## src/rtl/uart_tx_engine_if.sv

```systemverilog
// Write-side handshake bundle for uart_tx_engine.
// The register file drives the master side and the engine is the slave.
interface uart_tx_engine_if #(
  parameter int DATA_WIDTH = 8
);
  logic                  wr_valid;
  logic [DATA_WIDTH-1:0] wr_data;
  logic                  wr_ready;

  modport master (
    output wr_valid,
    output wr_data,
    input  wr_ready
  );

  modport slave (
    input  wr_valid,
    input  wr_data,
    output wr_ready
  );
endinterface

```

## src/rtl/uart_tx_engine.sv

```systemverilog
// UART transmit engine.
// A write FIFO feeds a frame FSM (start, data LSB first, optional parity,
// one or two stop bits). Divisor, parity mode and stop-bit count are latched
// when a word is popped, so every frame uses one consistent configuration.
// tx_o, done_o and break_o are registered copies of the FSM's decoded line
// state, so they trail the FSM state register by one cycle.
// Optional feature: define UART_TX_BREAK_EN to add break_i/break_o and the
// BREAK / MAB (mark-after-break) states.
module uart_tx_engine #(
  parameter int DATA_WIDTH = 8,
  parameter int FIFO_DEPTH = 16,
  parameter int DIV_WIDTH  = 16
) (
  input  logic                        clk_i,
  input  logic                        rst_i,
  input  logic                        enable_i,
  input  logic [DIV_WIDTH-1:0]        divisor_i,
  input  logic [1:0]                  parity_mode_i,
  input  logic                        stop_bits_i,
  uart_tx_engine_if.slave             wr,
  output logic [$clog2(FIFO_DEPTH):0] fifo_count_o,
  output logic                        fifo_empty_o,
  output logic                        tx_o,
  output logic                        idle_o,
`ifdef UART_TX_BREAK_EN
  input  logic                        break_i,
  output logic                        break_o,
`endif
  output logic                        done_o
);

  localparam int AW    = $clog2(FIFO_DEPTH);
  localparam int CW    = AW + 1;
  localparam int IDX_W = (DATA_WIDTH > 1) ? $clog2(DATA_WIDTH) : 1;

  localparam logic [2:0] ST_IDLE   = 3'd0;
  localparam logic [2:0] ST_START  = 3'd1;
  localparam logic [2:0] ST_DATA   = 3'd2;
  localparam logic [2:0] ST_PARITY = 3'd3;
  localparam logic [2:0] ST_STOP   = 3'd4;
`ifdef UART_TX_BREAK_EN
  localparam logic [2:0] ST_BREAK  = 3'd5;
  localparam logic [2:0] ST_MAB    = 3'd6;
`endif

  // Parity over the data bits: even mode sends the XOR, odd mode its inverse.
  function automatic logic calc_parity(input logic [DATA_WIDTH-1:0] d,
                                       input logic [1:0]            mode);
    return (^d) ^ (mode == 2'b10);
  endfunction

  // FIFO storage and bookkeeping
  logic [DATA_WIDTH-1:0] fifo_mem [FIFO_DEPTH];
  logic [AW-1:0]         wr_ptr;
  logic [AW-1:0]         rd_ptr;
  logic [CW-1:0]         count_q;
  logic [CW-1:0]         count_n;
  logic                  ready_q;
  logic                  empty_q;
  logic                  push;
  logic                  pop;
  logic [DATA_WIDTH-1:0] head;

  // Frame FSM state, per-frame configuration and datapath
  logic [2:0]            state_q;
  logic [2:0]            state_n;
  logic [DIV_WIDTH-1:0]  bit_cnt_q;
  logic [DIV_WIDTH-1:0]  div_q;
  logic [1:0]            par_mode_q;
  logic                  stop2_q;
  logic                  par_bit_q;
  logic [DATA_WIDTH-1:0] shreg_q;
  logic [IDX_W-1:0]      data_idx_q;
  logic                  stop_idx_q;
  logic                  bit_end;
  logic                  start_ok;
  logic                  par_en;
  logic                  last_stop;
  logic                  done_c;
  logic                  tx_c;
  logic                  brk_enter;

  // Readiness is registered, so a pop in the same cycle cannot make room
  // for a write to a full FIFO.
  assign push    = wr.wr_valid && ready_q;
  assign head    = fifo_mem[rd_ptr];
  assign count_n = count_q + CW'(push) - CW'(pop);

  assign wr.wr_ready  = ready_q;
  assign fifo_count_o = count_q;
  assign fifo_empty_o = empty_q;
  assign idle_o       = (state_q == ST_IDLE);

  assign bit_end   = (bit_cnt_q == div_q);
  assign start_ok  = enable_i && !empty_q;
  assign par_en    = (par_mode_q == 2'b01) || (par_mode_q == 2'b10);
  assign last_stop = (stop_idx_q == stop2_q);

  // FIFO storage write; contents are never reset, the pointers define validity
  always_ff @(posedge clk_i) begin
    if (push) begin
      fifo_mem[wr_ptr] <= wr.wr_data;
    end
  end

  // FIFO pointers, occupancy and the registered full/empty flags
  always_ff @(posedge clk_i) begin
    if (rst_i) begin
      wr_ptr  <= '0;
      rd_ptr  <= '0;
      count_q <= '0;
      ready_q <= 1'b1;
      empty_q <= 1'b1;
    end else begin
      if (push) begin
        wr_ptr <= wr_ptr + AW'(1);
      end
      if (pop) begin
        rd_ptr <= rd_ptr + AW'(1);
      end
      count_q <= count_n;
      ready_q <= (count_n != CW'(FIFO_DEPTH));
      empty_q <= (count_n == '0);
    end
  end

  // Next-state decode; a pop always coincides with entering START
  always_comb begin
    state_n   = state_q;
    pop       = 1'b0;
    done_c    = 1'b0;
    brk_enter = 1'b0;
    case (state_q)
      ST_IDLE: begin
`ifdef UART_TX_BREAK_EN
        if (break_i) begin
          state_n   = ST_BREAK;
          brk_enter = 1'b1;
        end else
`endif
        if (start_ok) begin
          state_n = ST_START;
          pop     = 1'b1;
        end
      end
      ST_START: begin
        if (bit_end) begin
          state_n = ST_DATA;
        end
      end
      ST_DATA: begin
        if (bit_end && (data_idx_q == IDX_W'(DATA_WIDTH - 1))) begin
          state_n = par_en ? ST_PARITY : ST_STOP;
        end
      end
      ST_PARITY: begin
        if (bit_end) begin
          state_n = ST_STOP;
        end
      end
      ST_STOP: begin
        if (bit_end && last_stop) begin
          done_c = 1'b1;
`ifdef UART_TX_BREAK_EN
          if (break_i) begin
            state_n   = ST_BREAK;
            brk_enter = 1'b1;
          end else
`endif
          if (start_ok) begin
            state_n = ST_START;
            pop     = 1'b1;
          end else begin
            state_n = ST_IDLE;
          end
        end
      end
`ifdef UART_TX_BREAK_EN
      ST_BREAK: begin
        if (!break_i) begin
          state_n = ST_MAB;
        end
      end
      ST_MAB: begin
        if (bit_end) begin
          if (break_i) begin
            state_n   = ST_BREAK;
            brk_enter = 1'b1;
          end else if (start_ok) begin
            state_n = ST_START;
            pop     = 1'b1;
          end else begin
            state_n = ST_IDLE;
          end
        end
      end
`endif
      default: begin
        state_n = ST_IDLE;
      end
    endcase
  end

  // Line level implied by the current FSM state
  always_comb begin
    tx_c = 1'b1;
    case (state_q)
      ST_START:  tx_c = 1'b0;
      ST_DATA:   tx_c = shreg_q[0];
      ST_PARITY: tx_c = par_bit_q;
`ifdef UART_TX_BREAK_EN
      ST_BREAK:  tx_c = 1'b0;
`endif
      default:   tx_c = 1'b1;
    endcase
  end

  // FSM state and bit-period counter; the counter restarts on every bit and
  // every state change, so it always runs 0..div_q within one bit
  always_ff @(posedge clk_i) begin
    if (rst_i) begin
      state_q   <= ST_IDLE;
      bit_cnt_q <= '0;
    end else begin
      state_q <= state_n;
      if ((state_q == ST_IDLE) || (state_n != state_q) || bit_end) begin
        bit_cnt_q <= '0;
      end else begin
        bit_cnt_q <= bit_cnt_q + DIV_WIDTH'(1);
      end
    end
  end

  // Per-frame configuration latch, captured only when a frame (or break) begins
  always_ff @(posedge clk_i) begin
    if (rst_i) begin
      div_q      <= '0;
      par_mode_q <= 2'b00;
      stop2_q    <= 1'b0;
    end else begin
      if (pop || brk_enter) begin
        div_q <= divisor_i;
      end
      if (pop) begin
        par_mode_q <= parity_mode_i;
        stop2_q    <= stop_bits_i;
      end
    end
  end

  // Data/stop bit position within the frame
  always_ff @(posedge clk_i) begin
    if (rst_i) begin
      data_idx_q <= '0;
      stop_idx_q <= 1'b0;
    end else begin
      if (state_q != ST_DATA) begin
        data_idx_q <= '0;
      end else if (bit_end) begin
        data_idx_q <= data_idx_q + IDX_W'(1);
      end
      if (state_q != ST_STOP) begin
        stop_idx_q <= 1'b0;
      end else if (bit_end && (state_n == ST_STOP)) begin
        stop_idx_q <= 1'b1;
      end
    end
  end

  // Shift register and parity bit, loaded from the FIFO head on pop
  always_ff @(posedge clk_i) begin
    if (pop) begin
      shreg_q   <= head;
      par_bit_q <= calc_parity(head, parity_mode_i);
    end else if ((state_q == ST_DATA) && bit_end) begin
      shreg_q <= shreg_q >> 1;
    end
  end

  // Registered serial outputs; reset forces an idle-high line and no pulse
  always_ff @(posedge clk_i) begin
    if (rst_i) begin
      tx_o    <= 1'b1;
      done_o  <= 1'b0;
`ifdef UART_TX_BREAK_EN
      break_o <= 1'b0;
`endif
    end else begin
      tx_o    <= tx_c;
      done_o  <= done_c;
`ifdef UART_TX_BREAK_EN
      break_o <= (state_q == ST_BREAK);
`endif
    end
  end

endmodule

```

## src/flat_wrapper.sv

```systemverilog
// flat-port wrapper written by rule: the top's interface ports become plain ports
module uart_tx_engine_flat 
#(
  parameter int DATA_WIDTH = 8,
  parameter int FIFO_DEPTH = 16,
  parameter int DIV_WIDTH  = 16
)
  (clk_i, rst_i, enable_i, divisor_i, parity_mode_i, stop_bits_i, fifo_count_o, fifo_empty_o, tx_o, idle_o, done_o, wr_wr_valid, wr_wr_data, wr_wr_ready);
  uart_tx_engine_if #(.DATA_WIDTH(DATA_WIDTH)) wr_i ();
  input  logic clk_i;
  input  logic rst_i;
  input  logic enable_i;
  input  logic [DIV_WIDTH-1:0] divisor_i;
  input  logic [1:0] parity_mode_i;
  input  logic stop_bits_i;
  output logic [$clog2(FIFO_DEPTH):0] fifo_count_o;
  output logic fifo_empty_o;
  output logic tx_o;
  output logic idle_o;
  output logic done_o;
  input wire logic [$bits(wr_i.wr_valid)-1:0] wr_wr_valid;
  input wire logic [$bits(wr_i.wr_data)-1:0] wr_wr_data;
  output wire logic [$bits(wr_i.wr_ready)-1:0] wr_wr_ready;
  assign wr_i.wr_valid = wr_wr_valid;
  assign wr_i.wr_data = wr_wr_data;
  assign wr_wr_ready = wr_i.wr_ready;
  uart_tx_engine #(.DATA_WIDTH(DATA_WIDTH), .FIFO_DEPTH(FIFO_DEPTH), .DIV_WIDTH(DIV_WIDTH)) u_core (.clk_i(clk_i), .rst_i(rst_i), .enable_i(enable_i), .divisor_i(divisor_i), .parity_mode_i(parity_mode_i), .stop_bits_i(stop_bits_i), .wr(wr_i), .fifo_count_o(fifo_count_o), .fifo_empty_o(fifo_empty_o), .tx_o(tx_o), .idle_o(idle_o), .done_o(done_o));
endmodule
```

## config.mk

```make
export PLATFORM = sky130hd
export DESIGN_NAME = uart_tx_engine_flat
export DESIGN_NICKNAME = d
export VERILOG_FILES = /design/src/rtl/uart_tx_engine_if.sv /design/src/rtl/uart_tx_engine.sv /design/src/flat_wrapper.sv
export SDC_FILE = /design/constraint.sdc
export NUM_CORES = 1
export LEC_CHECK = 0
export BUFFER_PORTS_ARGS = -buffer_cell sky130_fd_sc_hd__buf_2
export CAP_MARGIN = 20
export CORE_ASPECT_RATIO = 1.1
export CORE_MARGIN = 8
export CORE_UTILIZATION = 36
export DETAILED_ROUTE_END_ITERATION = 12
export GPL_TIMING_DRIVEN = 0
export PLACE_DENSITY = 0.5
export SETUP_SLACK_MARGIN = 0.1
export SYNTH_ARGS = -nofsm -noshare
export SYNTH_HDL_FRONTEND = slang
export SYNTH_SLANG_ARGS = --single-unit
```

## constraint.sdc

```tcl
create_clock -name clk_i -period 3.9 [get_ports clk_i]
set_clock_uncertainty 0.1 [all_clocks]
set_input_delay 0.39 -clock clk_i [delete_from_list [all_inputs] [get_ports clk_i]]
set_output_delay 0.39 -clock clk_i [all_outputs]
set_load 0.05 [all_outputs]
```

Word level (Yosys, flattened, before mapping)
Memories as Yosys holds them, arrays and structs flattened. A register that Yosys moved wholly into a read port is not among the register bits.
Cells that the tools add are included.

storage, ports and cells
  register bits after elaboration = 68
  bits in writable memories = 128
  input bits = 31
  output and inout port bits = 10
  memories = 1

memory list
  name             depth  bits a word  read ports  clocked after Yosys merged registers in  wr ports  RTL line              source
  u_core.fifo_mem  16     8            1           1                                        1         uart_tx_engine.sv:53  logic [DATA_WIDTH-1:0] fifo_mem [FIFO_DEPTH];

operators by class
  add/subtract/negate cells = 6
  eq/ne operators = 15
  multiplexer cells = 19
  bitwise logic cells = 2
  reduce and logical (&&, ||, !) cells = 18

operators by type and width
  kind                     count
  $mux W3                  6
  $add A16 B1 Y16 const B  1
  $eq A16 B16 Y1           1
  $mux W8                  2
  $pmux W3 S5              1
  $eq A3 B3 Y1 const B     3
  $add A4 B1 Y4 const B    2
  $mux W4                  2
  $reduce_or A2 Y1         4
  $reduce_xor A8 Y1        1
  $eq A3 B2 Y1 const B     2
  $logic_and A1 B1 Y1      6
  $mux W1                  6
  $add A5 B1 Y5            1
  $logic_not A5 Y1         1
  $ne A5 B5 Y1 const B     1
  $sub A5 B1 Y5            1
  $eq A2 B2 Y1 const B     2
  $add A3 B1 Y3 const B    1
  $eq A3 B1 Y1 const B     1
  $logic_not A3 Y1         1
  $logic_or A1 B1 Y1       3
  $ne A3 B2 Y1 const B     1
  $ne A3 B3 Y1             1
  other kinds (9)          9

Longest topological paths before layout
Gate-level depths: netlist (run 1).

  depth after elaboration = 9
  depth in mapped cells = 16
  mapped depth without buffers = 15

Worst setup path after synthesis (run 1)
Ideal clock, no wire load.

  path type = register to register
  start = register u_core.bit_cnt_q[6]
  end = register u_core.empty_q (netlist: u_core.fifo_empty_o)
  library setup time = 64 ps
  data arrival time = 2757 ps
  path slack = 979 ps
  stages on the path, launching flop included = 15
  cell sequence = dfxtp_1 -> buf_2 -> xor2_1 -> nor4_1 -> and4_1 -> buf_4 -> a21boi_1 -> or3_1 -> ha_1 -> a21o_1 -> a21oi_1 -> xor2_1 -> and4b_1 -> nor2_1 -> nor2_1

between the ends
  word-level cells in the longest chain between the ends = 6

ends and longest elaborated chain
  what                      RTL line               source
  start: declaration        uart_tx_engine.sv:67   logic [DIV_WIDTH-1:0] bit_cnt_q;
  start signal: assignment  uart_tx_engine.sv:229  bit_cnt_q <= bit_cnt_q + DIV_WIDTH'(1);
  $eq A16 B16 Y1            uart_tx_engine.sv:94   assign bit_end = (bit_cnt_q == div_q);
  $logic_and A1 B1 Y1       uart_tx_engine.sv:162  if (bit_end && last_stop) begin
  $mux W1                   uart_tx_engine.sv:162
  $pmux W1 S2               uart_tx_engine.sv:133  case (state_q)
  $sub A5 B1 Y5             uart_tx_engine.sv:87   assign count_n = count_q + CW'(push) - CW'(pop);
  $logic_not A5 Y1          uart_tx_engine.sv:123  empty_q <= (count_n == '0);
  end signal: assignment    uart_tx_engine.sv:123
  end: declaration          uart_tx_engine.sv:59   logic empty_q;

No other way between the ends.
A chain may end at the register's enable or synchronous reset.

Worst setup path after layout (run 1)
  start = register u_core.bit_cnt_q[6]
  end = register u_core.ready_q (netlist: u_core.wr.wr_ready)

between the ends
  word-level cells in the longest chain between the ends = 6

ends and longest elaborated chain
  what                    RTL line               source
  $eq A16 B16 Y1          uart_tx_engine.sv:94
  $logic_and A1 B1 Y1     uart_tx_engine.sv:162
  $mux W1                 uart_tx_engine.sv:162
  $pmux W1 S2             uart_tx_engine.sv:133
  $sub A5 B1 Y5           uart_tx_engine.sv:87
  $ne A5 B5 Y1            uart_tx_engine.sv:122  ready_q <= (count_n != CW'(FIFO_DEPTH));
  end signal: assignment  uart_tx_engine.sv:122
  end: declaration        uart_tx_engine.sv:58   logic ready_q;

No other way between the ends.

==> results of run 1 <==
[worst max-delay path by stage]
stage,start,end,slack (ns)
2_1_floorplan,u_core.bit_cnt_q[6]$_SDFF_PP0_,u_core.fifo_empty_o$_SDFF_PP1_,0.98
3_3_place_gp,u_core.bit_cnt_q[6]$_SDFF_PP0_,u_core.wr.wr_ready$_SDFF_PP1_,0.26
3_5_place_dp,u_core.bit_cnt_q[6]$_SDFF_PP0_,u_core.wr.wr_ready$_SDFF_PP1_,0.28
4_1_cts,u_core.bit_cnt_q[6]$_SDFF_PP0_,u_core.wr.wr_ready$_SDFF_PP1_,0.25
5_1_grt,u_core.bit_cnt_q[6]$_SDFF_PP0_,u_core.wr.wr_ready$_SDFF_PP1_,0.11
6_report,u_core.bit_cnt_q[6]$_SDFF_PP0_,u_core.wr.wr_ready$_SDFF_PP1_,0.41
[flip-flops by register name, summed over array words and instances (netlist names), 2 cells and up, named ones only]
name	flops
u_core.bit_cnt_q	16
u_core.data_idx_q	3
u_core.div_q	16
u_core.fifo_count_o	5
u_core.fifo_mem	128
u_core.par_mode_q	2
u_core.rd_ptr	4
u_core.shreg_q	8
u_core.state_q	3
u_core.wr_ptr	4
[layer usage]
layer	global-route usage	vias up	routed length (um)
li1	-	2279	-
met5	0	-	0
met3	0.0342	22	672
met2	0.212	86	8800
met1	0.159	2386	7930
met4	0.0479	0	325
[final cells by class]
type	instances	area (um2)
clock inverters	14	133
plain buffers	32	201
fillers	2153	13300
flip-flops and latches	200	5380
inverters	12	45.0
well taps	300	375
clock buffers	17	425
repair buffers	42	215
multi-input cells	333	2720
[stage by stage]
stage,cell area [um2],instances
detailed placement,8920,919
global route,9490,950
global placement,8890,916
CTS,9480,950
floorplan,8320,577
finish,9490,950
[cell usage after synthesis, types with 8 or more instances]
| cell type | n | area share |
|---|---|---|
| o21ai_0 | 24 | 0.014 |
| ha_1 | 12 | 0.018 |
| edfxtp_1 | 137 | 0.49 |
| nand2_1 | 24 | 0.011 |
| mux2i_1 | 11 | 0.013 |
| xnor2_1 | 16 | 0.017 |
| a21oi_1 | 33 | 0.020 |
| xor2_1 | 31 | 0.033 |
| nor2_1 | 48 | 0.022 |
| dfxtp_1 | 63 | 0.15 |
| nand3_1 | 35 | 0.021 |
| clkbuf_1 | 20 | 0.0090 |
| mux2_2 | 8 | 0.011 |
| mux4_2 | 20 | 0.054 |
| inv_1 | 11 | 0.0050 |
| mux4_1 | 13 | 0.041 |
[kinds of logic (layout without fill, tap and decap cells)]
| logic type | count (synthesis) | in the layout | synth area share |
|---|---|---|---|
| buffers and inverters | 44 | 117 | 0.0296 |
| adder cells (fa/ha/maj) | 13 | 13 | 0.0205 |
| AND/OR/NAND/NOR | 150 | 150 | 0.0869 |
| multiplexers | 52 | 52 | 0.119 |
| flip-flops | 200 | 200 | 0.646 |
| XOR/XNOR | 48 | 48 | 0.0522 |
| AO/OA/AOI/OAI | 70 | 70 | 0.0454 |
[worst max-delay path, cell delays in order (launching register included)]
cell	delay (ns)
dfxtp_1	0.30
buf_2	0.16
xor2_1	0.15
nor4_1	0.32
nand4_1	0.31
o21ai_2	0.31
nand2_1	0.21
xnor2_1	0.24
ha_1	0.19
inv_1	0.06
fa_1	0.39
inv_1	0.07
a21o_1	0.11
a21oi_1	0.08
xnor2_1	0.13
nor2_1	0.17
nand2_1	0.08
[power by group]
group	internal [mW]	switching [mW]	total, mW
Combinational	0.588	0.771	1.36
Sequential	2.46	0.0869	2.55
Clock	0.845	0.836	1.68
Total	3.89	1.69	5.59
==> metrics.md, run 1 <==
| Metric | Value |
|---|---|
| Beginning of the worst hold path | `stop_bits_i` |
| RSZ-0062 raised after global routing | `false` |
| Crit path kind | `reg -> reg` |
| Distinct cells, synth | `46` |
| CTS tree | `yes` |
| Layout Area Growth over Synthesis | `14.1%` |
| Clk slew on worst S/H paths | `0.07 ns` |
| Final wirelength | `17700 um` |
| Post-synth EDFFs | `137` |
| CTS Root Cell | `clkbuf_16` |
| Ports | `41` |
| Core Footprint | `22800 um2` |
| Period minus WS final | `3.49 ns` |
| Pin count of the biggest net entering global routing | `20` |
| #FFs+latches synth | `200` |
| Setup bufs post-CTS | `0` |
| Period utilization | `0.894` |
| GRT Residual Overflow | `0` |
| Max Fclk | `287 MHz` |
| H-tree depth | `4` |
| I/O Buffers | `39` |
| Slew HR | `0.360` |
| Ratio of cells with drive above 1 in the final layout | `0.182` |
| Final Power | `5.59 mW` |
| Most common cell after layout, fill and taps aside | `edfxtp_1` |
| Post-Synthesis Cells | `577` |
| Routability cong. | `0.806` |
| Synthesized net count | `621` |
| Total negative slack | `0 ns` |
| Synth Warn # | `0` |
| Final setup violating endpoints | `0` |
| DR vias | `4773` |
| Die X | `161 um` |
| CTS sink count | `200` |
| Die Area | `28200 um2` |
| DRC | `0` |
| Area of the mapped netlist | `8320 um2` |
| Drt initial violations | `274` |
| FF-to-FF setup slack | `0.41 ns` |
| Vias in the first global route | `4972` |
| Post-CTS Resized | `0` |
| DR vias/cell | `5.02` |
| ANT nets after route | `0` |
| Final #Nets | `682` |
| Reg2reg end | `u_core.wr.wr_ready$_SDFF_PP1_` |
| Hold Crit Class | `in -> reg` |
| LEAKAGE | `3.27 nW` |
| Worst setup EP type | `flop` |
| Pre-CTS WS | `0.280 ns` |
| Reg2Reg Depth | `16` |
| Global-route wire length before repair | `27700 um` |
| Power Dens Cells | `588 nW/um2` |
| DRT Pass-1 Iters | `4` |
| Core Util, Final | `0.417` |
| Outcome | `finished, final reports clean` |
| Post-synthesis average cell area | `14.4 um2` |
| Post-route setup slack | `0.412 ns` |
| Chip Height | `175 um` |
| Post-synthesis sequential area ratio | `0.646` |
| Commonest non-fill, non-tap cells in the layout | `edfxtp_1, dfxtp_1, nor2_1, buf_2, nand3_1` |
| Initial antenna violation count | `0` |
| Worst Setup Start Kind | `flop` |
| Count of hold-fix buffers inserted at cts | `0` |
| Max Cap Viol | `0` |
| Num CTS Buffers | `17` |
| Async set-reset flop share out of synthesis | `0` |
| Starting Density | `0.365` |
| Hold Slack | `0.114 ns` |
| Hold Path End | `u_core.stop2_q$_SDFFE_PP0P_` |
| Max-slew violation count | `0` |
| Primary FF master, synth | `edfxtp_1` |
| Hold Crit Depth | `3` |
| Data required, critical path | `4.12 ns` |
| Worst r2r src | `u_core.bit_cnt_q[6]$_SDFF_PP0_` |
| Drt wl/cell | `18.7 um` |
| Post-DP HPWL | `12400 um` |
| Cell Rows | `58` |
| Worst EP arrival | `3.70 ns` |
| Hold Fails Final Rpt | `0` |
| Clock tree buffer depth | `2` |
| Measured slew at the worst slew-check pin | `0.957 ns` |
| Worst vdd ir | `0.310 mV` |
| Diode count | `0` |
| GRT Util Overall | `0.128` |
| Critical Path Fanout Max | `7` |
| Clock Latency Late Sink | `0.43 ns` |
No activity file was read; power rests on OpenSTA's default activity.
==> run 2: changes to the inputs <==
- CAP_MARGIN: 20 -> default
- CORE_ASPECT_RATIO: 1.1 -> default
- PLACE_DENSITY: 0.5 -> default
==> metrics.md, run 2 (synthesis gave the netlist of run 1 again) <==
| Metric | Value |
|---|---|
| Outcome | `finished, final reports clean` |
| Final #Nets | `680` |
| Worst Setup Start Kind | `flop` |
| Core Footprint | `22600 um2` |
| Fin cells | `934` |
| Chip Height | `168 um` |
| Clock power share | `0.316` |
| Critical Path Fanout Max | `7` |
| GRT Util Overall | `0.123` |
| Post-DP HPWL | `11600 um` |
| Period utilization | `0.872` |
| Data required, critical path | `4.12 ns` |
| DR vias/cell | `5.12` |
| Placed cells | `901` |
| GRT Residual Overflow | `0` |
| Clock tree buffer depth | `2` |
| Most common cell after layout, fill and taps aside | `edfxtp_1` |
| Starting Density | `0.367` |
| RSZ-0062 raised after global routing | `false` |
| Period minus WS final | `3.40 ns` |
| Clk slew on worst S/H paths | `0.08 ns` |
| Die Area | `28200 um2` |
| Biggest register | `u_core.fifo_mem` |
| Hold Fails Final Rpt | `0` |
| I/O Buffers | `39` |
| Die X | `168 um` |
| DRT Pass-1 Iters | `5` |
| Flop pwr share | `0.448` |
| Internal power | `4.03 mW` |
| Measured slew at the worst slew-check pin | `0.971 ns` |
| Switching share of total power | `0.292` |
| Max Fclk | `294 MHz` |
| Net Sw Power | `1.66 mW` |
| CTS sink count | `200` |
| DRC | `0` |
| CTS Root Cell | `clkbuf_16` |
| Total negative slack | `0 ns` |
| Max FFs per register | `128` |
| H-tree depth | `4` |
| Initial antenna violation count | `0` |
| Hold Crit Class | `in -> reg` |
| Diode count | `0` |
| Cell Rows | `55` |
| Num CTS Buffers | `17` |
| Global-route wire length before repair | `26700 um` |
| Pin count of the biggest net entering global routing | `20` |
| Clock Latency Late Sink | `0.43 ns` |
| Max-slew violation count | `0` |
| Total area of sequential cells | `5380 um2` |
| Area occupied by multi-input gates | `2730 um2` |
| Power Dens Cells | `597 nW/um2` |
| Fillers | `2062` |
| Max Cap Viol | `0` |
| Combinational Power Share | `0.236` |
| Largest regs | `u_core.fifo_mem: 128 flops, u_core.bit_cnt_q: 16 flops, u_core.div_q: 16 flops` |
| Commonest non-fill, non-tap cells in the layout | `edfxtp_1, dfxtp_1, nor2_1, buf_2, nand3_1` |
| LEAKAGE | `3.29 nW` |
| Worst setup EP type | `flop` |
| Worst EP arrival | `3.62 ns` |
| Ports | `41` |
| Slew HR | `0.350` |
| Core Util, Final | `0.421` |
| Worst vdd ir | `0.303 mV` |
| Crit path kind | `reg -> reg` |
| Routability cong. | `0.816` |
| Final setup violating endpoints | `0` |
| Drt initial violations | `362` |
| Vias in the first global route | `4854` |
| Ratio of cells with drive above 1 in the final layout | `0.182` |
| ANT nets after route | `0` |
| CTS tree | `yes` |
| Layout Area Growth over Synthesis | `14.5%` |
| Final wirelength | `16700 um` |
| Count of hold-fix buffers inserted at cts | `0` |
| DR vias | `4784` |
| Drt wl/cell | `17.9 um` |
## run 2: repair_timing
| item | in CTS | in global routing |
|---|---|---|
| setup buffers | 0 | 1 |
| gates resized for setup | 0 | 2 |
| endpoints found under the setup margin | 0 | 3 |
## run 2: power by group through the flow
stage	registers [mW]	clock network [mW]	logic, mW
floorplan	2.67	0	0.928
global placement	2.59	0	1.31
detailed placement	2.60	0	1.33
CTS	2.55	1.84	1.34
global route	2.57	1.92	1.48
finish	2.55	1.80	1.34
## run 2: final timing paths
check | end | cells after the start | slack, ns | startpoint
max reg2reg | u_core.wr.wr_ready$_SDFF_PP1_ | 17 | 0.50 | u_core.bit_cnt_q[6]$_SDFF_PP0_
min reg2reg | u_core.div_q[2]$_SDFFE_PP0P_ | 2 | 0.40 | u_core.div_q[2]$_SDFFE_PP0P_
min | u_core.div_q[2]$_SDFFE_PP0P_ | 3 | 0.11 | divisor_i[2]
max | u_core.wr.wr_ready$_SDFF_PP1_ | 17 | 0.50 | u_core.bit_cnt_q[6]$_SDFF_PP0_
## run 2: worst max-delay path, cell delays in order, from the launching register on
cell	delay [ns]
dfxtp_1	0.30
buf_2	0.16
xor2_1	0.15
nor4_1	0.33
nand4_1	0.14
buf_4	0.19
o21ai_2	0.21
nand2_1	0.20
xnor2_1	0.23
ha_1	0.18
inv_1	0.05
fa_1	0.40
inv_1	0.08
a21o_1	0.12
a21oi_1	0.07
xnor2_1	0.12
nor2_1	0.17
nand2_1	0.09
## run 2: layout make-up
cell class                      instances  share of cell area
Clock inverter                         15              0.0197
Sequential cell                       200               0.564
Multi-Input combinational cell        333               0.287
Buffer                                 32              0.0211
Clock buffer                           17              0.0447
Inverter                               12             0.00473
Tap cell                              285              0.0374
Timing Repair Buffer                   40              0.0213
## run 2: stage by stage
stage	hold WS, ns	worst slack [ns]	area, um2	total power [mW]
finish	0.107	0.499	9530	5.69
CTS	0.0860	0.333	9500	5.73
global placement	0.375	0.398	8870	3.90
global route	0.110	0.185	9530	5.97
floorplan	0.340	0.979	8320	3.60
detailed placement	0.384	0.361	8890	3.93
## run 2: metal layers
metal | vias to the layer above | track usage | share of wire
li1 | 2279 | - | -
met1 | 2375 | 0.159 | 0.46
met2 | 121 | 0.198 | 0.48
met3 | 9 | 0.0346 | 0.052
met4 | 0 | 0.0342 | 0.0093
met5 | - | 0 | 0
==> run 3: changes to the inputs <==
- CORE_UTILIZATION: 36 -> 40
==> metrics.md, run 3 (synthesis gave the netlist of run 1 again) <==
| Metric | Value |
|---|---|
| Worst vdd ir | `0.363 mV` |
| Cell area after layout | `9450 um2` |
| Layout Area Growth over Synthesis | `13.6%` |
| Core Footprint | `20300 um2` |
| GRT Util Overall | `0.134` |
| Die X | `160 um` |
| Placement Cell Area | `8870 um2` |
| Final wirelength | `16800 um` |
| Total negative slack | `0 ns` |
| Hold Path End | `u_core.div_q[5]$_SDFFE_PP0P_` |
| Period minus WS final | `3.45 ns` |
| Switching share of total power | `0.290` |
| Biggest register | `u_core.fifo_mem` |
| Period utilization | `0.884` |
| DRT Pass-1 Iters | `4` |
| CTS sink count | `200` |
| Chip Height | `160 um` |
| Power Dens Cells | `588 nW/um2` |
| Post-DP HPWL | `11600 um` |
| Most common cell after layout, fill and taps aside | `edfxtp_1` |
| Largest regs | `u_core.fifo_mem: 128 flops, u_core.bit_cnt_q: 16 flops, u_core.div_q: 16 flops` |
| Internal power | `3.95 mW` |
| Worst Setup Start Kind | `flop` |
| Worst setup EP type | `flop` |
| Routability cong. | `0.800` |
| Commonest non-fill, non-tap cells in the layout | `edfxtp_1, dfxtp_1, nor2_1, buf_2, nand3_1` |
| Clk slew on worst S/H paths | `0.07 ns` |
| Final Power | `5.56 mW` |
| Worst r2r src | `u_core.bit_cnt_q[6]$_SDFF_PP0_` |
| Hold Crit Class | `in -> reg` |
| I/O Buffers | `39` |
| Hold Fails Final Rpt | `0` |
| Critical Path Fanout Max | `7` |
| LEAKAGE | `3.27 nW` |
| Outcome | `finished, final reports clean` |
| Drt initial violations | `331` |
| Pin count of the biggest net entering global routing | `18` |
| RSZ-0062 raised after global routing | `false` |
| ANT nets after route | `0` |
| Drt wl/cell | `18.2 um` |
| Starting Density | `0.410` |
| Fillers | `1826` |
| DR vias | `4825` |
| Data required, critical path | `4.11 ns` |
| Num CTS Buffers | `17` |
| Hold Slack | `0.121 ns` |
| H-tree depth | `4` |
| Final setup violating endpoints | `0` |
| DR vias/cell | `5.24` |
| CTS tree | `yes` |
| Ports | `41` |
| Global-route wire length before repair | `26900 um` |
| Measured slew at the worst slew-check pin | `1.15 ns` |
| Max Cap Viol | `0` |
| Max Fclk | `290 MHz` |
| Reg2Reg Depth | `16` |
| Flop pwr share | `0.459` |
| GRT Residual Overflow | `0` |
| Diode count | `0` |
| Max-slew violation count | `0` |
| Crit path kind | `reg -> reg` |
| Cell Rows | `52` |
| Initial antenna violation count | `0` |
| Clock tree buffer depth | `2` |
| Worst EP arrival | `3.66 ns` |
| FF-to-FF setup slack | `0.45 ns` |
| Clock Latency Late Sink | `0.43 ns` |
| Net Sw Power | `1.61 mW` |
| Hold Crit Depth | `3` |
| DRC | `0` |
| Vias in the first global route | `4920` |
| Beginning of the worst hold path | `divisor_i[5]` |
| Ratio of cells with drive above 1 in the final layout | `0.178` |
| Reg2reg end | `u_core.wr.wr_ready$_SDFF_PP1_` |
| CTS Root Cell | `clkbuf_16` |
| Combinational Power Share | `0.243` |
| Max FFs per register | `128` |
| Final #Nets | `682` |
| Die Area | `25700 um2` |
| Slew HR | `0.227` |
| Clock power share | `0.298` |
-- run 3: cell types whose count changed in the layout (fill, tap and decap cells not counted), moves of 2 or more --
| cell | previous run | this run |
|---|---|---|
| inv_6 | 2 | 4 |
| clkbuf_1 | 20 | 22 |
| nor3_2 | 4 | 2 |
| clkinv_8 | 2 | 0 |
| inv_8 | 4 | 2 |
| clkinv_2 | 0 | 2 |
| nor3_1 | 3 | 5 |
-- run 3: final cells by class --
| cell class | instances | area [um2] | area share |
|---|---|---|---|
| Tap cell | 270 | 338 | 0.0358 |
| Inverter | 12 | 45.0 | 0.00477 |
| Multi-Input combinational cell | 333 | 2720 | 0.288 |
| Clock inverter | 12 | 118 | 0.0124 |
| Timing Repair Buffer | 42 | 215 | 0.0228 |
| Sequential cell | 200 | 5380 | 0.569 |
| Buffer | 32 | 201 | 0.0213 |
| Clock buffer | 19 | 433 | 0.0458 |
-- run 3: metrics by stage --
step	cells	util	setup WS [ns]
after floorplan	577	-	0.979
after global placement	886	0.436	0.250
after detailed placement	887	0.437	0.224
after CTS	918	0.464	0.177
after global routing	920	0.465	0.151
final	920	0.465	0.452
-- run 3: worst max-delay path: stages, from the launching register on --
cell	delay, ns
dfxtp_1	0.29
buf_2	0.16
xor2_1	0.15
nor4_1	0.34
nand4_1	0.24
o21ai_2	0.32
nand2_1	0.20
xnor2_1	0.24
ha_1	0.20
inv_1	0.06
fa_1	0.41
inv_1	0.08
a21o_1	0.11
a21oi_1	0.07
xnor2_1	0.12
nor2_1	0.16
nand2_1	0.08
-- run 3: metal layers --
layer / share of wire / GRT usage
met4: 0.016 / 0.0467
met3: 0.045 / 0.0308
met1: 0.46 / 0.170
met2: 0.48 / 0.223
met5: 0 / 0
-- run 3: worst max-delay path by stage --
stage	start	to	slack, ns	cells past startpoint
4_1_cts	u_core.bit_cnt_q[2]$_SDFF_PP0_	u_core.wr.wr_ready$_SDFF_PP1_	0.18	15
6_report	u_core.bit_cnt_q[6]$_SDFF_PP0_	u_core.wr.wr_ready$_SDFF_PP1_	0.45	16
5_1_grt	u_core.bit_cnt_q[7]$_SDFF_PP0_	u_core.wr.wr_ready$_SDFF_PP1_	0.15	15
3_3_place_gp	u_core.bit_cnt_q[11]$_SDFF_PP0_	u_core.wr.wr_ready$_SDFF_PP1_	0.25	15
3_5_place_dp	u_core.bit_cnt_q[2]$_SDFF_PP0_	u_core.wr.wr_ready$_SDFF_PP1_	0.22	15
2_1_floorplan	u_core.bit_cnt_q[6]$_SDFF_PP0_	u_core.fifo_empty_o$_SDFF_PP1_	0.98	14
-- run 3: power by group through the flow --
| stage | clock [mW] | sequential, mW | combinational, mW |
|---|---|---|---|
| after global placement | 0 | 2.59 | 1.31 |
| after CTS | 1.69 | 2.55 | 1.35 |
| final | 1.66 | 2.55 | 1.35 |
| after detailed placement | 0 | 2.60 | 1.35 |
| after floorplan | 0 | 2.67 | 0.928 |
| after global routing | 1.77 | 2.57 | 1.49 |
-- run 3: timing repair --
| action | CTS | global route |
|---|---|---|
| setup endpoints to repair | 0 | 3 |
| hold buffers | 0 | 0 |
| gates resized for setup | 0 | 3 |
| buffers inserted | 0 | 1 |
